--- src/rtl/i2c_target_regfile.sv ---
// rtl/i2c_target_regfile.sv - I2C target exposing a 16 x 8-bit register file with a local CPU port
`timescale 1ns/1ps
module i2c_target_regfile #(
    parameter logic [6:0] SLAVE_ADDR = 7'h42
) (
    input  logic       clk,
    input  logic       reset,
    input  logic       scl,
    input  logic       sda_in,
    output logic       sda_oe,
    input  logic [3:0] loc_addr,
    input  logic [7:0] loc_wdata,
    input  logic       loc_we,
    output logic [7:0] loc_rdata,
    output logic       wr_strobe,
    output logic [3:0] wr_index,
    output logic       busy
);
    typedef enum logic [3:0] {
        IDLE, ADDR, ADDR_ACK, PTR, PTR_ACK, WDATA, WDATA_ACK, RDATA, RDATA_ACK, IGNORE
    } state_t;

    state_t     state;
    logic [7:0] regs [16];
    logic [7:0] shift;
    logic [3:0] ptr;
    logic [2:0] bitcnt;
    logic       rw;
    logic       ack_drive;
    logic       scl_s1, scl_s2, scl_d;
    logic       sda_s1, sda_s2, sda_d;

    logic       scl_rise, scl_fall, start_cond, stop_cond;
    logic [7:0] rx_byte;

    assign scl_rise   = scl_s2 & ~scl_d;
    assign scl_fall   = ~scl_s2 & scl_d;
    assign start_cond = scl_s2 & scl_d & sda_d & ~sda_s2;
    assign stop_cond  = scl_s2 & scl_d & ~sda_d & sda_s2;
    assign rx_byte    = {shift[6:0], sda_s2};
    assign loc_rdata  = regs[loc_addr];

    always_ff @(posedge clk) begin
        if (reset) begin
            state     <= IDLE;
            sda_oe    <= 1'b0;
            busy      <= 1'b0;
            wr_strobe <= 1'b0;
            wr_index  <= 4'd0;
            ptr       <= 4'd0;
            bitcnt    <= 3'd0;
            shift     <= 8'h00;
            rw        <= 1'b0;
            ack_drive <= 1'b0;
            scl_s1    <= 1'b1;
            scl_s2    <= 1'b1;
            scl_d     <= 1'b1;
            sda_s1    <= 1'b1;
            sda_s2    <= 1'b1;
            sda_d     <= 1'b1;
            for (int i = 0; i < 16; i++) regs[i] <= 8'h00;
        end else begin
            scl_s1    <= scl;
            scl_s2    <= scl_s1;
            scl_d     <= scl_s2;
            sda_s1    <= sda_in;
            sda_s2    <= sda_s1;
            sda_d     <= sda_s2;
            wr_strobe <= 1'b0;

            if (start_cond) begin
                state     <= ADDR;
                bitcnt    <= 3'd0;
                sda_oe    <= 1'b0;
                ack_drive <= 1'b0;
            end else if (stop_cond) begin
                state     <= IDLE;
                sda_oe    <= 1'b0;
                busy      <= 1'b0;
                ack_drive <= 1'b0;
            end else begin
                case (state)
                    ADDR: if (scl_rise) begin
                        shift  <= rx_byte;
                        bitcnt <= bitcnt + 3'd1;
                        if (bitcnt == 3'd7) begin
                            if (rx_byte[7:1] == SLAVE_ADDR) begin
                                rw    <= rx_byte[0];
                                busy  <= 1'b1;
                                state <= ADDR_ACK;
                            end else begin
                                state <= IGNORE;
                            end
                        end
                    end
                    // First fall after the 8th bit starts the ACK, the second one ends it.
                    ADDR_ACK, PTR_ACK, WDATA_ACK: if (scl_fall) begin
                        if (!ack_drive) begin
                            sda_oe    <= 1'b1;
                            ack_drive <= 1'b1;
                        end else begin
                            ack_drive <= 1'b0;
                            bitcnt    <= 3'd0;
                            if (state == ADDR_ACK && rw) begin
                                shift  <= regs[ptr];
                                sda_oe <= ~regs[ptr][7];
                                state  <= RDATA;
                            end else begin
                                sda_oe <= 1'b0;
                                state  <= (state == ADDR_ACK) ? PTR : WDATA;
                            end
                        end
                    end
                    PTR: if (scl_rise) begin
                        shift  <= rx_byte;
                        bitcnt <= bitcnt + 3'd1;
                        if (bitcnt == 3'd7) begin
                            ptr   <= rx_byte[3:0];
                            state <= PTR_ACK;
                        end
                    end
                    WDATA: if (scl_rise) begin
                        shift  <= rx_byte;
                        bitcnt <= bitcnt + 3'd1;
                        if (bitcnt == 3'd7) begin
                            regs[ptr] <= rx_byte;
                            wr_strobe <= 1'b1;
                            wr_index  <= ptr;
                            ptr       <= ptr + 4'd1;
                            state     <= WDATA_ACK;
                        end
                    end
                    // bitcnt wraps to 0 after the 8th rise; the following fall hands SDA to the master.
                    RDATA: begin
                        if (scl_rise) begin
                            bitcnt <= bitcnt + 3'd1;
                        end else if (scl_fall) begin
                            if (bitcnt == 3'd0) begin
                                sda_oe <= 1'b0;
                                state  <= RDATA_ACK;
                            end else begin
                                shift  <= {shift[6:0], 1'b0};
                                sda_oe <= ~shift[6];
                            end
                        end
                    end
                    RDATA_ACK: begin
                        if (scl_rise) begin
                            if (sda_s2) state <= IGNORE;
                            else        ptr   <= ptr + 4'd1;
                        end else if (scl_fall) begin
                            shift  <= regs[ptr];
                            sda_oe <= ~regs[ptr][7];
                            bitcnt <= 3'd0;
                            state  <= RDATA;
                        end
                    end
                    default: ;
                endcase
            end

            // Placed after the bus write so the local port wins a same-cycle collision.
            if (loc_we) regs[loc_addr] <= loc_wdata;
        end
    end
endmodule
--- config.mk ---
export PLATFORM = sky130hd
export DESIGN_NAME = i2c_target_regfile
export DESIGN_NICKNAME = d
export VERILOG_FILES = /design/src/rtl/i2c_target_regfile.sv
export SDC_FILE = /design/constraint.sdc
export NUM_CORES = 1
export LEC_CHECK = 0
export CAP_MARGIN = 20
export CORE_ASPECT_RATIO = 1.4
export CORE_MARGIN = 2
export CORE_UTILIZATION = 30
export CTS_CLUSTER_DIAMETER = 40
export DETAILED_ROUTE_END_ITERATION = 7
export PLACE_DENSITY = 0.56
export SLEW_MARGIN = 20
export SYNTH_ARGS = -nofsm -noshare
export SYNTH_HDL_FRONTEND = slang
export SYNTH_SLANG_ARGS = --single-unit
--- constraint.sdc ---
create_clock -name clk -period 8.45 [get_ports clk]
set_clock_uncertainty 0.1 [all_clocks]
set_input_delay 0.845 -clock clk [delete_from_list [all_inputs] [get_ports clk]]
set_output_delay 0.845 -clock clk [all_outputs]
set_load 0.005 [all_outputs]
==> flow_metrics.tcl, run 1 <==
set metrics [dict create \
    fin_nets 789 \
    cts_buffers 17 \
    dp_hpwl_um 22300 \
    r2r-start "state[0]" \
    setup.worst_path.end_class "output pin" \
    worst_r2r_endpoint "regs[12][2]" \
    synth_fp_nets 799 \
    grt_max_degree 42 \
    synthDistinctLibCells 63 \
    report.final.slew_viol_count 0 \
    tritoncts_num_sinks 165 \
    fin_crit_sh 0.480 \
    cts-hold-fix-buffers 0 \
    totalNegativeSetupSlack_ns 0 \
    syn-mean-instance-area_um2 12.6 \
    drtAntennaViolNets 0 \
    relSlewSlack 0.349 \
    grt-ovfl-total 0 \
    drtIter0Drc 535 \
    path_clk_slew_ns 0.07 \
    post_route_cells_drive_above_1_share 0.201 \
    fp.dieW_um 156 \
    placed_area_um2 10400 \
    firstDrtPassIters 5 \
    total_length_of_routed_wires_um 30400 \
    cts.repair.resized 0 \
    crit_type "in -> out" \
    hold_viol_final 0 \
    portBuffers 31 \
    fmaxAchievable_mhz 247 \
    run_status "finished, final reports clean" \
    start_util 0.303 \
    coreArea_um2 32200 \
    synth-seq-area-share 0.470 \
    clk_root_buffer_cell "clkbuf_16" \
    worst_slew_pin_tran_ns 0.974 \
    startpoint "loc_addr[2]" \
    final.setup.worst_slack_ns 4.39 \
    cts.htree.levels 4 \
    synth_edf_count 128 \
    total_vias_in_the_final_route 7004 \
    synth-seq-cells 165 \
    cts.path.max_buffers 2 \
    fillCellCount 3134 \
    async_flop_share 0 \
    cp_data_arrival_time_ns 3.11 \
    fp-row-count 78 \
    tritoncts_clock_tree "done" \
    grt_setup_unrepaired "no" \
    via_count_of_the_first_global_routing_pass 6943 \
    syn_to_final_growth_pct 12.7 \
    hold_class "reg -> reg" \
    cts_post_setup_buffers_inserted 0 \
    critical_path_required_ns 7.51 \
    synth-warning-count 0 \
    io-pin-count 32 \
    place_worst_setup_slack_ns 4.35 \
    crit_path_end "loc_rdata[7]" \
    start_kind "input port" \
    grt_first_pass_wirelength_um 45100 \
    finalSetupViolCount 0 \
    worst_r2r_path_depth 5 \
    routed_length_per_instance_um 25.9 \
    total_die_area_um2 34000 \
    vdd_drop_max_mv 0.128 \
    grt_antenna_before_repair 0 \
    mappedNetlistArea_um2 9750 \
    power_leakage_nw 3.52 \
    synth-main-ff-cell "edfxtp_1" \
    timing.reg2reg.setup_slack_ns 5.18 \
    global_route.usage.total 0.182 \
    power_per_cell_area_nw_per_um2 178 \
    cp_max_fo 15 \
    synth_cells 772 \
    insertion_delay_ns 0.43 \
    finalWeightedCongestion 0.877 \
    drv.max_cap_violation_count 0 \
    min_period_ns 4.06 \
    detail_route.vias_per_cell 5.96 \
    fp.dieH_um 217 \
    drcViolationCount 0 \
    final_cell_area_um2 11000 \
]
placed cells by master, fill, tap and decap left out, types with 4 or more instances in the layout:
cell type        count
a22o_1             128
edfxtp_1           128
mux4_2              64
nor2_1              53
dfxtp_1             36
nand2_1             31
clkdlybuf4s50_1     29
mux2i_1             26
o21ai_0             25
a21oi_1             19
clkbuf_16           17
inv_1               15
buf_4               14
ha_1                10
nor3_4               9
nor3_1               9
a221oi_1             9
o21ai_1              8
nor2b_1              8
nand3_1              8
a31oi_1              8
or2_2                8
nor3_2               7
a211oi_1             7
nand2b_1             6
and2_1               5
a21o_1               4
or3_1                4
nand2_4              4
nor4_4               4
a221o_1              4
nand3b_1             4
metrics by stage:
stage / util / hold WS (ns) / total power, mW / instances
4_1_cts: 0.341 / 0.312 / 1.96 / 1174
6_report: 0.341 / 0.318 / 1.95 / 1176
2_1_floorplan: - / 0.289 / 1.07 / 772
3_3_place_gp: 0.321 / 0.291 / 1.15 / 1141
3_5_place_dp: 0.321 / 0.296 / 1.15 / 1142
5_1_grt: 0.341 / 0.338 / 2.01 / 1175
worst min path at each step:
stage                      start     end  slack (ns)  cells after the start
after floorplan           scl_s1  scl_s2        0.29                      1
after global placement    sda_s1  sda_s2        0.29                      1
after detailed placement  sda_s1  sda_s2        0.30                      1
after CTS                 sda_s1  sda_s2        0.31                      1
after global routing      sda_s1  sda_s2        0.34                      1
final                     sda_s1  sda_s2        0.32                      1
Yosys cell counts (all sizes together), types with 4 or more instances:
master	n	area share
nor4	6	0.010
buf	23	0.012
nor3	25	0.027
inv	15	0.0058
a22o	128	0.11
clkbuf	53	0.020
nand3b	4	0.0031
o21ai	33	0.017
nand2	35	0.017
a31oi	8	0.0051
edfxtp	128	0.39
a211oi	8	0.0067
nand2b	7	0.0047
nor2	56	0.024
mux4	64	0.15
and2	5	0.0032
dfxtp	37	0.076
mux2i	26	0.027
ha	10	0.013
a21o	4	0.0031
nand3	8	0.0041
or3	4	0.0026
nor2b	8	0.0051
a21oi	19	0.0097
a221o	4	0.0041
or2	9	0.0058
a221oi	9	0.0081
cell type report:
type / count / area [um^2] / area share
inverters: 16 / 60.1 / 0.00546
flip-flops and latches: 165 / 4590 / 0.417
repair buffers: 47 / 425 / 0.0387
multi-input cells: 515 / 4800 / 0.436
clock inverters: 15 / 195 / 0.0178
diodes: 1 / 2.50 / 0.000228
well taps: 400 / 500 / 0.0455
clock buffers: 17 / 425 / 0.0387
power by group:
group          internal (mW)  switching [mW]
registers              0.913          0.0398
logic                 0.0832          0.0971
clock network          0.473           0.347
layer usage:
metal | GRT usage | vias up | wire, um
li1 | - | 3116 | -
met1 | 0.205 | 3574 | 11200
met2 | 0.332 | 250 | 16400
met3 | 0.0251 | 64 | 1320
met4 | 0.0939 | 0 | 1450
met5 | 0 | - | 0
critical path: stages:
cell and delay [ns]:
clkdlybuf4s50_1 1.11, mux4_2 0.66, clkdlybuf4s50_1 0.48
state kept, by name, indices dropped and copies added (netlist names), 3 cells and up, named ones only:
| name | cells |
|---|---|
| wr_index | 4 |
| bitcnt | 3 |
| state | 4 |
| ptr | 4 |
| regs | 128 |
| shift | 7 |
logic make-up (layout without fill, tap and decap cells):
kind of cell,count (synthesis),count (layout),synth area share
adders and majority gates,10,10,0.0128
DFF,165,165,0.470
and+or+nand+nor,177,177,0.114
AOI/OAI and AO/OA,235,235,0.188
muxes,90,90,0.174
buffers and inverters,92,95,0.0382
other,0,1,0
xor gates and xnor gates,3,3,0.00269
Power figures use the tool's default switching activity.
==> run 2, diff against run 1 <==
clock period = 4 ns   (was 8.45 ns; I/O delays follow)
==> run 2 against run 1 <==
Register-to-register slack got worse by 4.2 ns. Sequential cell count is the same. Hold slack worse by 0.0076 ns. Power grew 110%. Global-route usage up 0.33 points.
==> flow_metrics.tcl, run 2 (synthesized netlist as in run 1, its figures left out) <==
set metrics [dict create \
    power_leakage_nw 3.67 \
    hold_class "reg -> reg" \
    grt_setup_unrepaired "no" \
    start_util 0.303 \
    insertion_delay_ns 0.44 \
    report.final.slew_viol_count 0 \
    dp_hpwl_um 22300 \
    tritoncts_clock_tree "done" \
    largest_register_ffs 128 \
    fp-row-count 78 \
    antenna_cells 0 \
    run_status "finished, final reports clean" \
    fin_nets 816 \
    start_kind "input port" \
    grt-ovfl-total 0 \
    total_length_of_routed_wires_um 31000 \
    critical-path-slowest-cell "mux4_2" \
    drcViolationCount 0 \
    min_period_ns 3.21 \
    post_route_cells_drive_above_1_share 0.226 \
    registers.top_by_ff_count "regs" \
    p_clk_frac 0.416 \
    detail_route.vias_per_cell 5.94 \
    cts.path.max_buffers 2 \
    finalWeightedCongestion 0.890 \
    final.setup.worst_slack_ns 0.794 \
    routed_length_per_instance_um 25.8 \
    tritoncts_num_sinks 165 \
    total_vias_in_the_final_route 7140 \
    power_per_cell_area_nw_per_um2 368 \
    global_route.usage.total 0.185 \
    cp_max_fo 20 \
    drtAntennaViolNets 0 \
    finalSetupViolCount 0 \
    grt_first_pass_wirelength_um 45800 \
    total_die_area_um2 34000 \
    vdd_drop_max_mv 0.314 \
    totalNegativeSetupSlack_ns 0 \
    grt_most_used_layer "met2" \
    crit_type "in -> out" \
    totalPowerFinal_mw 4.12 \
    post_layout_nonfiller_instances 1202 \
    cts_post_setup_buffers_inserted 0 \
    layout_common_cells "128 x a22o_1, 128 x edfxtp_1, 64 x mux4_2, 53 x nor2_1, 41 x buf_4" \
    grt_antenna_before_repair 0 \
    place_worst_setup_slack_ns 0.767 \
    drtIter0Drc 605 \
    seq_power_share 0.482 \
    grt.met2_usage 0.330 \
    cts_buffers 17 \
    grtUsageMet3 0.0263 \
    power.share.switching 0.239 \
    critical_path.max_stage_delay_ns 0.57 \
    critical_path.cell_chain "buf_2 -> buf_12 -> mux4_2 -> mux4_2 -> clkdlybuf4s50_1" \
    cp_data_arrival_time_ns 2.71 \
    biggestRegsByFlops "regs (128), shift (7)" \
    io-pin-count 32 \
    firstDrtPassIters 5 \
    worst_slew_pin_tran_ns 1.06 \
    power.net_switching_mw 0.986 \
    fin_crit_sh 0.801 \
    grt_use_met1 0.216 \
    place.detailed.instances 1170 \
    syn_to_final_growth_pct 14.8 \
    hold-worst-slack_ns 0.311 \
    portBuffers 31 \
    grt_max_degree 37 \
    hold_viol_final 0 \
    worst_path_most_repeated_cell "mux4_2" \
    cts-hold-fix-buffers 0 \
    fp.dieH_um 217 \
    coreArea_um2 32200 \
    relSlewSlack 0.287 \
    cts.repair.resized 0 \
    clk_root_buffer_cell "clkbuf_16" \
    critical_path_required_ns 3.50 \
    power.combinational.fraction 0.102 \
    fmaxAchievable_mhz 312 \
    cts.htree.levels 4 \
    drv.max_cap_violation_count 0 \
    path_clk_slew_ns 0.07 \
    setup.worst_path.end_class "output pin" \
    via_count_of_the_first_global_routing_pass 7138 \
    fp.dieW_um 156 \
    cell_internal_pwr_mw 3.13 \
]
## run 2: worst paths after layout
kind | startpoint | end | slack, ns | cells past startpoint
setup / recovery | loc_addr[0] | loc_rdata[6] | 0.79 | 5
hold / removal | sda_s1 | sda_s2 | 0.31 | 1
hold reg to reg | sda_s1 | sda_s2 | 0.31 | 1
setup reg to reg | bitcnt[0] | regs[14][2] | 0.95 | 7
## run 2: layer usage
layer / vias to the layer above / wire length (um)
met1: 3647 / 12100
met5: - / 0
li1: 3161 / -
met2: 262 / 16200
met3: 70 / 1250
met4: 0 / 1460
## run 2: worst max-delay path, delay by kind of cell
kind,cells,cell delay [ns]
buf+inv,3,1.23
mux,2,1.07
## run 2: layout make-up
| class | count | area (um^2) |
|---|---|---|
| clock buffer | 21 | 460 |
| clock inverter | 11 | 149 |
| fill | 3153 | 21000 |
| inverter | 16 | 60.1 |
| multi-input combinational | 515 | 4800 |
| sequential | 165 | 4590 |
| tap | 400 | 500 |
| timing repair buffer | 74 | 648 |
## run 2: power groups by stage
stage	Clock (mW)	Sequential (mW)	Combinational [mW]
finish	1.71	1.99	0.419
global route	1.79	1.99	0.442
CTS	1.73	1.99	0.419
detailed placement	0	2.02	0.418
global placement	0	2.02	0.417
floorplan	0	1.99	0.262
## run 2: per-stage QoR
| step | area [um^2] | util |
|---|---|---|
| 2_1_floorplan | 9750 | - |
| 3_3_place_gp | 10600 | 0.329 |
| 3_5_place_dp | 10600 | 0.329 |
| 4_1_cts | 11200 | 0.348 |
| 5_1_grt | 11200 | 0.348 |
| 6_report | 11200 | 0.348 |
==> run 3, diff against run 2 <==
clock period = 3.2 ns   (was 4 ns; I/O delays follow)
==> run 3 against run 2 <==
Routed wire length about the same. Final cell count increased by 1.7%. Register-to-register slack got worse by 0.47 ns. Non-clock buffer count increased by 20. Via count increased by 1.8%. First-iteration DRC count decreased by 1.7%. Cell area increased by 0.99%. Count of clock-buffer cells in the layout decreased by 2. Critical path type unchanged. Critical endpoint is now loc_rdata[0].
==> flow_metrics.tcl, run 3 (synthesized netlist as in run 1, its figures left out) <==
set metrics [dict create \
    worst_r2r_endpoint "regs[9][2]" \
    grt_use_met1 0.207 \
    post_route_cells_drive_above_1_share 0.245 \
    crit_type "in -> out" \
    finalWeightedCongestion 0.901 \
    routed_length_per_instance_um 25.4 \
    post_layout_nonfiller_instances 1223 \
    grt_most_used_layer "met2" \
    grt_max_degree 24 \
    hold_end "scl_s2" \
    relSlewSlack 0.286 \
    cp_max_fo 17 \
    tritoncts_num_sinks 165 \
    cts_buffers 17 \
    insertion_delay_ns 0.44 \
    start_util 0.303 \
    total_length_of_routed_wires_um 31000 \
    grt_antenna_before_repair 1 \
    total_die_area_um2 34000 \
    drv.max_cap_violation_count 0 \
    critical_path_required_ns 2.78 \
    drcViolationCount 0 \
    min_path_cells 1 \
    worst_slew_pin_tran_ns 1.07 \
    run_status "finished, final reports clean" \
    power_per_cell_area_nw_per_um2 450 \
    grt_first_pass_wirelength_um 46300 \
    worst_hold_startpoint "scl_s1" \
    portBuffers 31 \
    min_period_ns 2.91 \
    hold_viol_final 0 \
    start_kind "input port" \
    biggestRegsByFlops "regs (128), shift (7)" \
    timing.reg2reg.setup_slack_ns 0.48 \
    totalNegativeSetupSlack_ns 0 \
    fmaxAchievable_mhz 343 \
    grt_setup_unrepaired "no" \
    global_route.usage.total 0.187 \
    detail_route.vias_per_cell 5.94 \
    cts.path.max_buffers 2 \
    cts-hold-fix-buffers 0 \
    fp.dieH_um 217 \
    grtUsageMet3 0.0269 \
    path_clk_slew_ns 0.07 \
    via_count_of_the_first_global_routing_pass 7257 \
    worst_r2r_path_depth 8 \
    final_util 0.351 \
    drtIter0Drc 595 \
    drtAntennaViolNets 0 \
    cts.repair.resized 0 \
    coreArea_um2 32200 \
    io-pin-count 32 \
    clk_root_buffer_cell "clkbuf_16" \
    syn_to_final_growth_pct 16.0 \
    hold-worst-slack_ns 0.314 \
    dp_hpwl_um 23400 \
    r2r-start "bitcnt[0]" \
    largest_register_ffs 128 \
    finalSetupViolCount 0 \
    fp-row-count 78 \
    fin_crit_sh 0.910 \
    fin_nets 836 \
    cts_post_setup_buffers_inserted 0 \
    grt.met2_usage 0.349 \
    registers.top_by_ff_count "regs" \
    power_leakage_nw 3.75 \
    fp.dieW_um 156 \
    firstDrtPassIters 4 \
    place.detailed.instances 1190 \
    vdd_drop_max_mv 0.365 \
    total_vias_in_the_final_route 7268 \
    report.final.slew_viol_count 0 \
    setup.worst_path.end_class "output pin" \
    cts.htree.levels 4 \
    cp_data_arrival_time_ns 2.49 \
    totalPowerFinal_mw 5.09 \
    hold_class "reg -> reg" \
    layout_common_cells "128 x a22o_1, 128 x edfxtp_1, 64 x mux4_2, 62 x buf_4, 53 x nor2_1" \
    grt-ovfl-total 0 \
    tritoncts_clock_tree "done" \
]
## run 3: worst max-delay path, stage by stage
cell and delay [ns]:
buf_2 0.41, buf_4 0.37, mux4_2 0.37, mux4_2 0.51, clkdlybuf4s50_1 0.49
## run 3: final cells by class
| class | instances | area [um^2] |
|---|---|---|
| fillers | 3147 | 20900 |
| flip-flops and latches | 165 | 4590 |
| well taps | 400 | 500 |
| clock inverters | 13 | 148 |
| multi-input cells | 515 | 4800 |
| diodes | 1 | 2.50 |
| inverters | 16 | 60.1 |
| clock buffers | 19 | 433 |
| repair buffers | 94 | 786 |
## run 3: worst max path at each step
stage	start	cells past startpoint	end	slack [ns]
2_1_floorplan	bitcnt[0]	7	regs[0][0]	0.49
3_3_place_gp	loc_addr[1]	5	loc_rdata[0]	0.26
3_5_place_dp	loc_addr[1]	5	loc_rdata[0]	0.28
4_1_cts	loc_addr[1]	5	loc_rdata[0]	0.27
5_1_grt	loc_addr[1]	5	loc_rdata[0]	0.26
6_report	loc_addr[1]	5	loc_rdata[0]	0.29
## run 3: metrics by stage
stage	setup slack [ns]	instance area, um^2
final	0.287	11300
after global routing	0.261	11300
after CTS	0.271	11300
after detailed placement	0.277	10700
after global placement	0.259	10700
after floorplan	0.494	9750
## run 3: metal layers
layer  routed length (um)  vias up
met5                    0        -
met4                 1220        0
met3                 1150       57
met2                17000      249
met1                11600     3763
li1                     -     3199
## run 3: report_power, final
group | total [mW] | switching [mW] | leakage, nW | internal [mW]
Combinational | 0.530 | 0.287 | 1.95 | 0.243
Sequential | 2.49 | 0.0811 | 1.52 | 2.41
Clock | 2.07 | 0.906 | 0.276 | 1.16
